`src/rtl/oric_pkg.sv`:
```
// Shared types and constants for the Oric TAP stream loader.
package oric_pkg;

   typedef enum logic [2:0] {
      ST_IDLE,
      ST_CLEAR,
      ST_SYNC,
      ST_HDR,
      ST_NAME,
      ST_DATA,
      ST_DONE,
      ST_ERROR
   } tap_state_t;

   localparam logic [7:0] TAP_SYNC_BYTE = 8'h16;
   localparam logic [7:0] TAP_MARK_BYTE = 8'h24;
   localparam logic [7:0] TAP_MCODE     = 8'h80;
   localparam int         TAP_HDR_LEN   = 9;
   localparam int         TAP_NAME_MAX  = 16;

endpackage

```
`src/rtl/tap_loader_if.sv`:
```
// Download stream, RAM port-B write bus and load status of the TAP loader.
interface tap_loader_if;

   logic        dl_active;
   logic        dl_wr;
   logic [7:0]  dl_data;
   logic        dl_wait;
   logic        port_a_busy;
   logic [15:0] ram_ad_b;
   logic [7:0]  ram_d_b;
   logic        ram_we_b;
   logic [15:0] start_addr;
   logic [15:0] end_addr;
   logic        autorun;
   logic        mcode;
   logic        load_done;
   logic        load_err;

   // loader side
   modport slave (
      input  dl_active, dl_wr, dl_data, port_a_busy,
      output dl_wait, ram_ad_b, ram_d_b, ram_we_b,
      output start_addr, end_addr, autorun, mcode, load_done, load_err
   );

   // download source / RAM / machine-control side
   modport master (
      output dl_active, dl_wr, dl_data, port_a_busy,
      input  dl_wait, ram_ad_b, ram_d_b, ram_we_b,
      input  start_addr, end_addr, autorun, mcode, load_done, load_err
   );

endinterface

```
`src/rtl/tap_wr_hold.sv`:
```
// Single-entry port-B write holding register. A loaded write stays on the
// bus until a cycle where port A is idle; that cycle is the accepted write.
// A new write may be loaded in the same cycle the current one is accepted.
module tap_wr_hold (
   input  logic        clk_sys,
   input  logic        reset,
   input  logic        flush,
   input  logic        load,
   input  logic [15:0] load_addr,
   input  logic [7:0]  load_data,
   input  logic        busy,
   output logic        we,
   output logic [15:0] addr,
   output logic [7:0]  data,
   output logic        accept
);

   assign accept = we & ~busy;

   // hold address/data/enable until port A leaves the RAM free
   always_ff @(posedge clk_sys or posedge reset) begin
      if (reset) begin
         we   <= 1'b0;
         addr <= 16'h0000;
         data <= 8'h00;
      end else if (load) begin
         we   <= 1'b1;
         addr <= load_addr;
         data <= load_data;
      end else if (flush) begin
         we   <= 1'b0;
      end else if (accept) begin
         we   <= 1'b0;
      end
   end

endmodule

```
`src/rtl/tap_loader.sv`:
```
// Oric TAP stream parser feeding RAM port B.
// Optional RAM clear before parsing is built when TAP_CLEAR_EN is defined.
//
// state    | meaning
// IDLE     | after reset, waiting for first download
// CLEAR    | sweeping CLR_START..CLR_END with zeros (TAP_CLEAR_EN only)
// SYNC     | counting 0x16 bytes, waiting for 0x24 marker
// HDR      | collecting header bytes H0..H8
// NAME     | skipping zero-terminated program name
// DATA     | writing body bytes from start_addr to end_addr
// DONE     | body fully written
// ERROR    | malformed, truncated or aborted stream
module tap_loader
   import oric_pkg::*;
#(
`ifdef TAP_CLEAR_EN
   parameter logic [15:0] CLR_START = 16'h0000,
   parameter logic [15:0] CLR_END   = 16'hFFFF,
`endif
   parameter int unsigned SYNC_MIN  = 3
) (
   input  logic        clk_sys,
   input  logic        reset,
   tap_loader_if.slave bus
);

   localparam logic [3:0] SYNC_MIN_C = 4'(SYNC_MIN);
   localparam logic [3:0] HDR_LAST   = 4'(TAP_HDR_LEN - 1);
   localparam logic [4:0] NAME_MAX_C = 5'(TAP_NAME_MAX);

   tap_state_t  state;
   logic        dl_active_q;
   logic        act_rise;
   logic        act_fall;
   logic        abort;
   logic [3:0]  sync_cnt;
   logic [3:0]  hdr_idx;
   logic [4:0]  name_cnt;
   logic [15:0] cur_addr;
   logic [15:0] start_addr;
   logic [15:0] end_addr;
   logic        autorun;
   logic        mcode;
   logic        load_done;
   logic        load_err;

   logic        hold_load;
   logic        hold_flush;
   logic [15:0] hold_ad_in;
   logic [7:0]  hold_d_in;
   logic        hold_we;
   logic        hold_accept;
   logic [15:0] hold_ad;
   logic [7:0]  hold_d;

`ifdef TAP_CLEAR_EN
   logic [15:0] clr_addr;
`endif

   assign act_rise = bus.dl_active & ~dl_active_q;
   assign act_fall = ~bus.dl_active & dl_active_q;
   assign abort    = act_fall & (state inside {ST_CLEAR, ST_SYNC, ST_HDR, ST_NAME, ST_DATA});

   // choose what, if anything, enters the write holding register this cycle
   always_comb begin
      hold_flush = act_rise;
      hold_load  = 1'b0;
      hold_ad_in = cur_addr;
      hold_d_in  = bus.dl_data;
      if (act_rise) begin
`ifdef TAP_CLEAR_EN
         hold_load  = 1'b1;
         hold_ad_in = CLR_START;
         hold_d_in  = 8'h00;
`endif
      end else if (!abort) begin
         case (state)
            ST_DATA: begin
               if (bus.dl_wr && (!hold_we || hold_accept))
                  hold_load = 1'b1;
            end
`ifdef TAP_CLEAR_EN
            ST_CLEAR: begin
               if (hold_accept && (hold_ad != CLR_END)) begin
                  hold_load  = 1'b1;
                  hold_ad_in = clr_addr;
                  hold_d_in  = 8'h00;
               end
            end
`endif
            default: ;
         endcase
      end
   end

   tap_wr_hold u_hold (
      .clk_sys   (clk_sys),
      .reset     (reset),
      .flush     (hold_flush),
      .load      (hold_load),
      .load_addr (hold_ad_in),
      .load_data (hold_d_in),
      .busy      (bus.port_a_busy),
      .we        (hold_we),
      .addr      (hold_ad),
      .data      (hold_d),
      .accept    (hold_accept)
   );

   // parser state machine and registered load status
   always_ff @(posedge clk_sys or posedge reset) begin
      if (reset) begin
         state       <= ST_IDLE;
         dl_active_q <= 1'b0;
         sync_cnt    <= 4'd0;
         hdr_idx     <= 4'd0;
         name_cnt    <= 5'd0;
         cur_addr    <= 16'h0000;
         start_addr  <= 16'h0000;
         end_addr    <= 16'h0000;
         autorun     <= 1'b0;
         mcode       <= 1'b0;
         load_done   <= 1'b0;
         load_err    <= 1'b0;
`ifdef TAP_CLEAR_EN
         clr_addr    <= 16'h0000;
`endif
      end else begin
         dl_active_q <= bus.dl_active;
         if (act_rise) begin
            sync_cnt   <= 4'd0;
            hdr_idx    <= 4'd0;
            name_cnt   <= 5'd0;
            start_addr <= 16'h0000;
            end_addr   <= 16'h0000;
            autorun    <= 1'b0;
            mcode      <= 1'b0;
            load_done  <= 1'b0;
            load_err   <= 1'b0;
`ifdef TAP_CLEAR_EN
            clr_addr   <= CLR_START + 16'd1;
            state      <= ST_CLEAR;
`else
            state      <= ST_SYNC;
`endif
         end else if (abort) begin
            state    <= ST_ERROR;
            load_err <= 1'b1;
         end else begin
            case (state)
`ifdef TAP_CLEAR_EN
               ST_CLEAR: begin
                  if (hold_load)
                     clr_addr <= clr_addr + 16'd1;
                  if (hold_accept && (hold_ad == CLR_END))
                     state <= ST_SYNC;
               end
`endif
               ST_SYNC: begin
                  if (bus.dl_wr) begin
                     if (bus.dl_data == TAP_SYNC_BYTE) begin
                        if (sync_cnt != 4'd15)
                           sync_cnt <= sync_cnt + 4'd1;
                     end else if ((bus.dl_data == TAP_MARK_BYTE) && (sync_cnt >= SYNC_MIN_C)) begin
                        hdr_idx <= 4'd0;
                        state   <= ST_HDR;
                     end else begin
                        sync_cnt <= 4'd0;
                     end
                  end
               end
               ST_HDR: begin
                  if (bus.dl_wr) begin
                     hdr_idx <= hdr_idx + 4'd1;
                     case (hdr_idx)
                        4'd2: mcode            <= (bus.dl_data == TAP_MCODE);
                        4'd3: autorun          <= (bus.dl_data != 8'h00);
                        4'd4: end_addr[15:8]   <= bus.dl_data;
                        4'd5: end_addr[7:0]    <= bus.dl_data;
                        4'd6: start_addr[15:8] <= bus.dl_data;
                        4'd7: start_addr[7:0]  <= bus.dl_data;
                        default: ;
                     endcase
                     if (hdr_idx == HDR_LAST) begin
                        if (end_addr < start_addr) begin
                           state    <= ST_ERROR;
                           load_err <= 1'b1;
                        end else begin
                           name_cnt <= 5'd0;
                           cur_addr <= start_addr;
                           state    <= ST_NAME;
                        end
                     end
                  end
               end
               ST_NAME: begin
                  if (bus.dl_wr) begin
                     if (bus.dl_data == 8'h00) begin
                        state <= ST_DATA;
                     end else if (name_cnt == NAME_MAX_C) begin
                        state    <= ST_ERROR;
                        load_err <= 1'b1;
                     end else begin
                        name_cnt <= name_cnt + 5'd1;
                     end
                  end
               end
               ST_DATA: begin
                  if (hold_load)
                     cur_addr <= cur_addr + 16'd1;
                  if (hold_accept && (hold_ad == end_addr)) begin
                     state     <= ST_DONE;
                     load_done <= 1'b1;
                  end
               end
               default: ;
            endcase
         end
      end
   end

   assign bus.ram_we_b   = hold_we;
   assign bus.ram_ad_b   = hold_ad;
   assign bus.ram_d_b    = hold_d;
   assign bus.dl_wait    = hold_we | (state == ST_CLEAR);
   assign bus.start_addr = start_addr;
   assign bus.end_addr   = end_addr;
   assign bus.autorun    = autorun;
   assign bus.mcode      = mcode;
   assign bus.load_done  = load_done;
   assign bus.load_err   = load_err;

endmodule

```
`src/flat_wrapper.sv`:
```
// flat-port wrapper written by rule: the top's interface ports become plain ports
module tap_loader_flat import oric_pkg::*;
#(

   parameter int unsigned SYNC_MIN  = 3
)
  (clk_sys, reset, bus_dl_active, bus_dl_wr, bus_dl_data, bus_port_a_busy, bus_dl_wait, bus_ram_ad_b, bus_ram_d_b, bus_ram_we_b, bus_start_addr, bus_end_addr, bus_autorun, bus_mcode, bus_load_done, bus_load_err);
  tap_loader_if bus_i ();
  input  logic clk_sys;
  input  logic reset;
  input wire logic [$bits(bus_i.dl_active)-1:0] bus_dl_active;
  input wire logic [$bits(bus_i.dl_wr)-1:0] bus_dl_wr;
  input wire logic [$bits(bus_i.dl_data)-1:0] bus_dl_data;
  input wire logic [$bits(bus_i.port_a_busy)-1:0] bus_port_a_busy;
  output wire logic [$bits(bus_i.dl_wait)-1:0] bus_dl_wait;
  output wire logic [$bits(bus_i.ram_ad_b)-1:0] bus_ram_ad_b;
  output wire logic [$bits(bus_i.ram_d_b)-1:0] bus_ram_d_b;
  output wire logic [$bits(bus_i.ram_we_b)-1:0] bus_ram_we_b;
  output wire logic [$bits(bus_i.start_addr)-1:0] bus_start_addr;
  output wire logic [$bits(bus_i.end_addr)-1:0] bus_end_addr;
  output wire logic [$bits(bus_i.autorun)-1:0] bus_autorun;
  output wire logic [$bits(bus_i.mcode)-1:0] bus_mcode;
  output wire logic [$bits(bus_i.load_done)-1:0] bus_load_done;
  output wire logic [$bits(bus_i.load_err)-1:0] bus_load_err;
  assign bus_i.dl_active = bus_dl_active;
  assign bus_i.dl_wr = bus_dl_wr;
  assign bus_i.dl_data = bus_dl_data;
  assign bus_i.port_a_busy = bus_port_a_busy;
  assign bus_dl_wait = bus_i.dl_wait;
  assign bus_ram_ad_b = bus_i.ram_ad_b;
  assign bus_ram_d_b = bus_i.ram_d_b;
  assign bus_ram_we_b = bus_i.ram_we_b;
  assign bus_start_addr = bus_i.start_addr;
  assign bus_end_addr = bus_i.end_addr;
  assign bus_autorun = bus_i.autorun;
  assign bus_mcode = bus_i.mcode;
  assign bus_load_done = bus_i.load_done;
  assign bus_load_err = bus_i.load_err;
  tap_loader #(.SYNC_MIN(SYNC_MIN)) u_core (.clk_sys(clk_sys), .reset(reset), .bus(bus_i));
endmodule
```
`config.mk`:
```
export PLATFORM = sky130hd
export DESIGN_NAME = tap_loader_flat
export DESIGN_NICKNAME = d
export VERILOG_FILES = /design/src/rtl/oric_pkg.sv /design/src/rtl/tap_loader_if.sv /design/src/rtl/tap_wr_hold.sv /design/src/rtl/tap_loader.sv /design/src/flat_wrapper.sv
export SDC_FILE = /design/constraint.sdc
export NUM_CORES = 1
export LEC_CHECK = 0
export BUFFER_PORTS_ARGS = -buffer_cell sky130_fd_sc_hd__buf_2
export CORE_MARGIN = 2
export CORE_UTILIZATION = 34
export DETAILED_ROUTE_END_ITERATION = 10
export SLEW_MARGIN = 20
export SYNTH_ARGS = -nofsm -noshare
export SYNTH_HDL_FRONTEND = slang
export SYNTH_HIERARCHICAL = 1
export SYNTH_SLANG_ARGS = --single-unit
export TNS_END_PERCENT = 50
```
`constraint.sdc`:
```
create_clock -name clk_sys -period 2.3 [get_ports clk_sys]
set_input_delay 0.115 -clock clk_sys [delete_from_list [all_inputs] [get_ports clk_sys]]
set_output_delay 0.115 -clock clk_sys [all_outputs]
set_load 0.01 [all_outputs]
```
# Yosys cells after proc, flatten, opt, wreduce, memory -nomap -nowiden
# Index checks and enable logic that the tools add are counted.
dict set report classes {
  reduce_logical 38
  shifts 0
  n_mul 0
  n_eq_ne 45
  div_mod_pow 0
  bitwise 10
  add_sub_neg 4
  order_cmp 2
  mux 83
}
# cell n
set op_table {}
lappend op_table {{$mux W16} 12}
lappend op_table {{$mux W4} 13}
lappend op_table {{$mux W5} 8}
lappend op_table {{$ne A4 B2 Y1 const B} 10}
lappend op_table {{$mux W3} 11}
lappend op_table {{$mux W8} 4}
lappend op_table {{$pmux W16 S2} 1}
lappend op_table {{$ne A3 B2 Y1 const B} 10}
lappend op_table {{$mux W1} 29}
lappend op_table {{$reduce_and A4 Y1} 6}
lappend op_table {{$reduce_bool A2 Y1} 12}
lappend op_table {{$add A16 B1 Y16 const B} 1}
lappend op_table {{$eq A16 B16 Y1} 1}
lappend op_table {{$eq A4 B3 Y1 const B} 4}
lappend op_table {{$lt A16 B16 Y1} 1}
lappend op_table {{$reduce_and A7 Y1} 2}
lappend op_table {{$pmux W3 S4} 1}
lappend op_table {{$pmux W5 S2} 1}
lappend op_table {{$reduce_and A9 Y1} 1}
lappend op_table {{$reduce_bool A3 Y1} 3}
lappend op_table {{$add A4 B1 Y4 const B} 2}
lappend op_table {{$eq A4 B2 Y1 const B} 2}
lappend op_table {{$eq A8 B5 Y1 const B} 1}
lappend op_table {{$eq A8 B6 Y1 const B} 1}
lappend op_table {{other kinds (31)} 45}
dict set report totals {
  latchBits 0
  regBits 94
  rom_bits 0
  n_memories 0
  word_cells 199
  input_bits 13
  mem_bits_rw 0
}

# Logic depth before layout (Yosys ltp)
dict set report logic_depth {
  depth_word 10
  depth_mapped 10
  mapped_depth_nobuf 8
}

# By module
# The synthesis kept the hierarchy.
# module n_inst cells_each area_per_inst_um2
set by_module_without_submodules {}
lappend by_module_without_submodules {tap_loader 1 462 4334.2}
lappend by_module_without_submodules {tap_wr_hold 1 56 1039.7}

# Worst setup path before layout
# Ideal clock, no wire load.
dict set report synth_path {
  path_type {reg2reg}
  from {register u_core.start_addr[15] (netlist: u_core/bus.start_addr[15])}
  to {register u_core.cur_addr[8]}
  required_ns 2.176
  setup_time_ns 0.124
  stages_incl_launch_ff 11
  t_arrival_ns 2.482
  synth_period_minus_slack_ns 2.606
  path_slack_ns -0.306
  n_path_buf 2
  cell_sequence {dfrtp_1 > inv_1 > ha_1 > nand4_1 > or4_1 > a221o_1 > a41oi_4 > and2_1 > buf_4 > buf_12 > a21oi_2}
}
dict set report synth_between {
  elab_chain_cells 3
}
# element line
set synth_rtl {}
lappend synth_rtl {{start, declared} tap_loader.sv:40} ;# logic [15:0] start_addr;
lappend synth_rtl {{start signal, assigned} tap_loader.sv:180} ;# 4'd6: start_addr[15:8] <= bus.dl_data;
lappend synth_rtl {{$lt A16 B16 Y1} tap_loader.sv:185} ;# if (end_addr < start_addr) begin
lappend synth_rtl {{$ne A2 B2 Y1 (no source line)} --}
lappend synth_rtl {{$reduce_and A7 Y1 (no source line)} --}
lappend synth_rtl {{end signal, assigned} tap_loader.sv:190} ;# cur_addr <= start_addr;
lappend synth_rtl {{end signal, assigned} tap_loader.sv:210} ;# cur_addr <= cur_addr + 16'd1;
lappend synth_rtl {{end, declared} tap_loader.sv:39} ;# logic [15:0] cur_addr;
# Every way passes these cells.
# A chain may end at the register's enable or synchronous reset.

# Worst setup path in the final report
dict set report layout_path {
  from {register u_core.start_addr[10] (netlist: u_core/bus.start_addr[10])}
  to {register u_core.name_cnt[2]}
}
dict set report layout_between {
  elab_chain_cells 3
}
# element line
set layout_rtl {}
lappend layout_rtl {{$lt A16 B16 Y1} tap_loader.sv:185}
lappend layout_rtl {{$ne A3 B2 Y1 (no source line)} --}
lappend layout_rtl {{$reduce_and A8 Y1 (no source line)} --}
lappend layout_rtl {{end signal, assigned} tap_loader.sv:204} ;# name_cnt <= name_cnt + 5'd1;
lappend layout_rtl {{end, declared} tap_loader.sv:38} ;# logic [4:0] name_cnt;
# Every way passes these cells.

==> summary.md <==
| Metric | Value |
|---|---|
| Status | `finished with violations` |
| Failing checks | `setup timing` |
| Register share of total power | `31.3%` |
| Routed Antenna Nets | `0` |
| Fillers | `1481` |
| # nets final | `694` |
| Area of the mapped netlist | `5370 sq um` |
| Synth warn | `6` |
| DRT Pass-1 Iters | `4` |
| Top_reg_cell synth | `dfrtp_1` |
| RSZ-0062 raised after global routing | `true` |
| Core box area | `15300 sq um` |
| CTS Buf Count | `9` |
| Critical path class | `flip-flop to flip-flop` |
| Switch share | `39.6%` |
| Relative slew slack | `39.0%` |
| FF+latch count, synth | `94` |
| Max Cap Viol | `0` |
| Peak supply drop | `0.440 mV` |
| Layout area overhead | `29.0%` |
| Critical Path RT | `2540 ps` |
| Synthesized net count | `554` |
| Final hold slack | `29.7 ps` |
| Hold path depth | `3` |
| Post-synth EDFFs | `0` |
| Final worst slack | `-167 ps` |
| Worst skew pair latency | `350 ps` |
| Pwr Density | `1360 nW/um^2` |
| Die span in y | `130 um` |
| Worst slew pin tran | `910 ps` |
| Storage cell area | `2350 sq um` |
| Ys async rst share | `100%` |
| Die W | `130 um` |
| Top-count cell post-synth | `dfrtp_1` |
| Reg2Reg Depth | `9` |
| Top cell type's share of synthesized area | `43.8%` |
| Worst clock skew | `7.76 ps` |
| CP arrival | `2710 ps` |
| Final setup fails | `22` |
| Post-Synthesis Cells | `518` |
| Max Root-Sink Buffers | `2` |
| Initial antenna violation count | `0` |
| Vias | `4557` |
| Ports | `75` |
| # rows | `45` |
| Main area contributors after synthesis | `dfrtp_1 44%, mux2_2 8.2%, ha_1 5.4%` |
| CTS clk-pin slew, worst paths | `70 ps` |
| All-layer global routing usage | `19.0%` |
| Post-Syn Area per Cell | `10.4 sq um` |
| GPL Wtd Cong | `0.879` |
| Critical Path Sink Type | `flip-flop` |
| Via/cell ratio | `5.21` |
| Detailed Place HPWL | `11900 um` |
| CP max FO | `3` |
| Fin crit share | `107%` |
| Iter 0 DRT Violations | `357` |
| Grt total ovfl | `0` |
| Clock sinks | `94` |
| Post-synth cell types | `56` |
| Global-route wire length before repair | `24300 um` |
| Class of the worst hold path | `input port to flip-flop` |
| Die area | `16800 sq um` |
| Clock share of power | `17.2%` |
| Gate power share | `51.5%` |
| Starting Density | `35.1%` |
| Top post-synthesis cells by count | `94 x dfrtp_1, 41 x nand2_1, 39 x mux2_2` |
| DP Worst Slack | `-200 ps` |
| Sequential fraction of the synthesis area | `43.8%` |
| Cell taking the most area after synthesis | `dfrtp_1` |
| Largest net degree at the start of global routing | `40` |
| Sw Pwr | `3.73 mW` |
| Htree depth | `3` |
| Antenna cells | `0` |
| Per-cell routed wire length | `17.7 um` |
| Routed WL | `15500 um` |
| Pins Over Slew Limit | `0` |
| CTS tree | `yes` |
| Final hold violations | `0` |
| Vias in the first global route | `4437` |
| Internal Power | `5.69 mW` |
| Multi-input gate area | `2910 sq um` |
| CP Launch Type | `flip-flop` |
| Root Buffer | `clkbuf_16` |
| I/O Buffers | `74` |
| Fin crit period | `2470 ps` |
| Share of cells above drive strength 1 | `40.3%` |
| FMAX | `405 MHz` |
| Leakage | `3.20 nW` |
| # DRC | `0` |
==> area by class of cell <==
type	count	share of cell area, %
Timing Repair Buffer	149	14.1
Inverter	30	1.62
Tap cell	211	3.81
Clock buffer	9	3.25
Multi-Input combinational cell	374	41.9
Sequential cell	94	33.9
Clock inverter	7	1.39
==> metal layers <==
layer  global-route usage (%)  share of wire, %
met1                     25.0                45
met2                     32.2                50
met3                     4.06               4.5
met4                     4.43               1.4
met5                        0                 0
==> worst paths after layout <==
path / start / end / slack (ps)
worst min register to register: u_core/bus.load_done$_DFFE_PP0P_ / u_core/bus.load_done$_DFFE_PP0P_ / 500
worst max-delay path: u_core/bus.start_addr[10]$_DFFE_PP0P_ / u_core/name_cnt[2]$_DFFE_PP0P_ / -170
worst max register to register: u_core/bus.start_addr[10]$_DFFE_PP0P_ / u_core/name_cnt[2]$_DFFE_PP0P_ / -170
worst min-delay path: bus_port_a_busy / u_core/u_hold/we$_DFFE_PP0P_ / 30
min in group asynchronous: reset / u_core/u_hold/addr[15]$_DFFE_PP0P_ / 380
max in group asynchronous: reset / u_core/bus.load_done$_DFFE_PP0P_ / 1090
==> state kept, by name, indices dropped and copies added, names as in the netlist, 3 cells and up <==
register	flops
u_core/sync_cnt	4
u_core/name_cnt	5
u_core/bus.start_addr	16
u_core/u_hold/addr	16
u_core/hdr_idx	4
u_core/cur_addr	16
u_core/bus.end_addr	16
u_core/u_hold/data	8
u_core/state	3
==> metrics by stage <==
step                utilization [%]  setup TNS, ps  cells  power (mW)  cell area [sq um]
global route                   45.3          -4740    874        10.1               6930
floorplan                         -          -2830    518        5.46               5390
CTS                            44.9          -1910    873        9.36               6880
finish                         45.3          -2760    874        9.42               6930
global placement               42.1          -2710    854        7.42               6450
detailed placement             42.1          -3480    854        7.51               6450
==> power groups by stage <==
stage	sequential [mW]	clock (mW)	combinational, mW
final	2.95	1.62	4.85
after global placement	2.91	0	4.50
after floorplan	3.10	0	2.35
after detailed placement	2.95	0	4.57
after CTS	2.94	1.66	4.77
after global routing	3.04	1.73	5.28
==> worst max-delay path: stages, from the launching register on <==
cell	delay, ps
dfrtp_1	370
inv_2	50
ha_4	260
nand4_1	130
or4_1	480
a221o_1	330
a41oi_4	250
buf_6	160
nand2_4	50
a32o_1	280
==> logic make-up (layout without fill, tap and decap cells) <==
group                      Yosys count  in the layout  share of synthesized area (%)
and+or+nand+nor                    147            147                           13.9
AOI/OAI and AO/OA                  129            129                           16.1
DFF                                 94             94                           43.8
muxes                               59             59                           13.7
buffers and inverters               50            195                           4.63
adders and majority gates           23             23                           5.36
xor gates and xnor gates            16             16                           2.61
==> layout by cell type (no fill, tap or decap), types with 9 or more instances in the layout <==
master / Yosys / final
clkbuf_16: 0 / 9
dfrtp_1: 94 / 93
inv_1: 30 / 25
nor2_1: 21 / 21
o21ai_0: 32 / 31
nand3_1: 25 / 25
mux2_2: 39 / 39
nand2_1: 41 / 40
ha_1: 23 / 19
xnor2_1: 12 / 12
nand4_1: 10 / 10
a21oi_2: 10 / 16
buf_2: 1 / 74
buf_4: 1 / 68
a31oi_1: 13 / 12
mux2_4: 19 / 19
and2_1: 11 / 10
a21oi_1: 31 / 25
==> timing repair <==
action,in CTS,in global routing
hold buffers,2,0
buffers inserted,1,1
resized for setup,19,9
hold endpoints to repair,61,0
endpoints found under the setup margin,25,28
pin swaps,13,5
(Power assumes the default switching activity.)
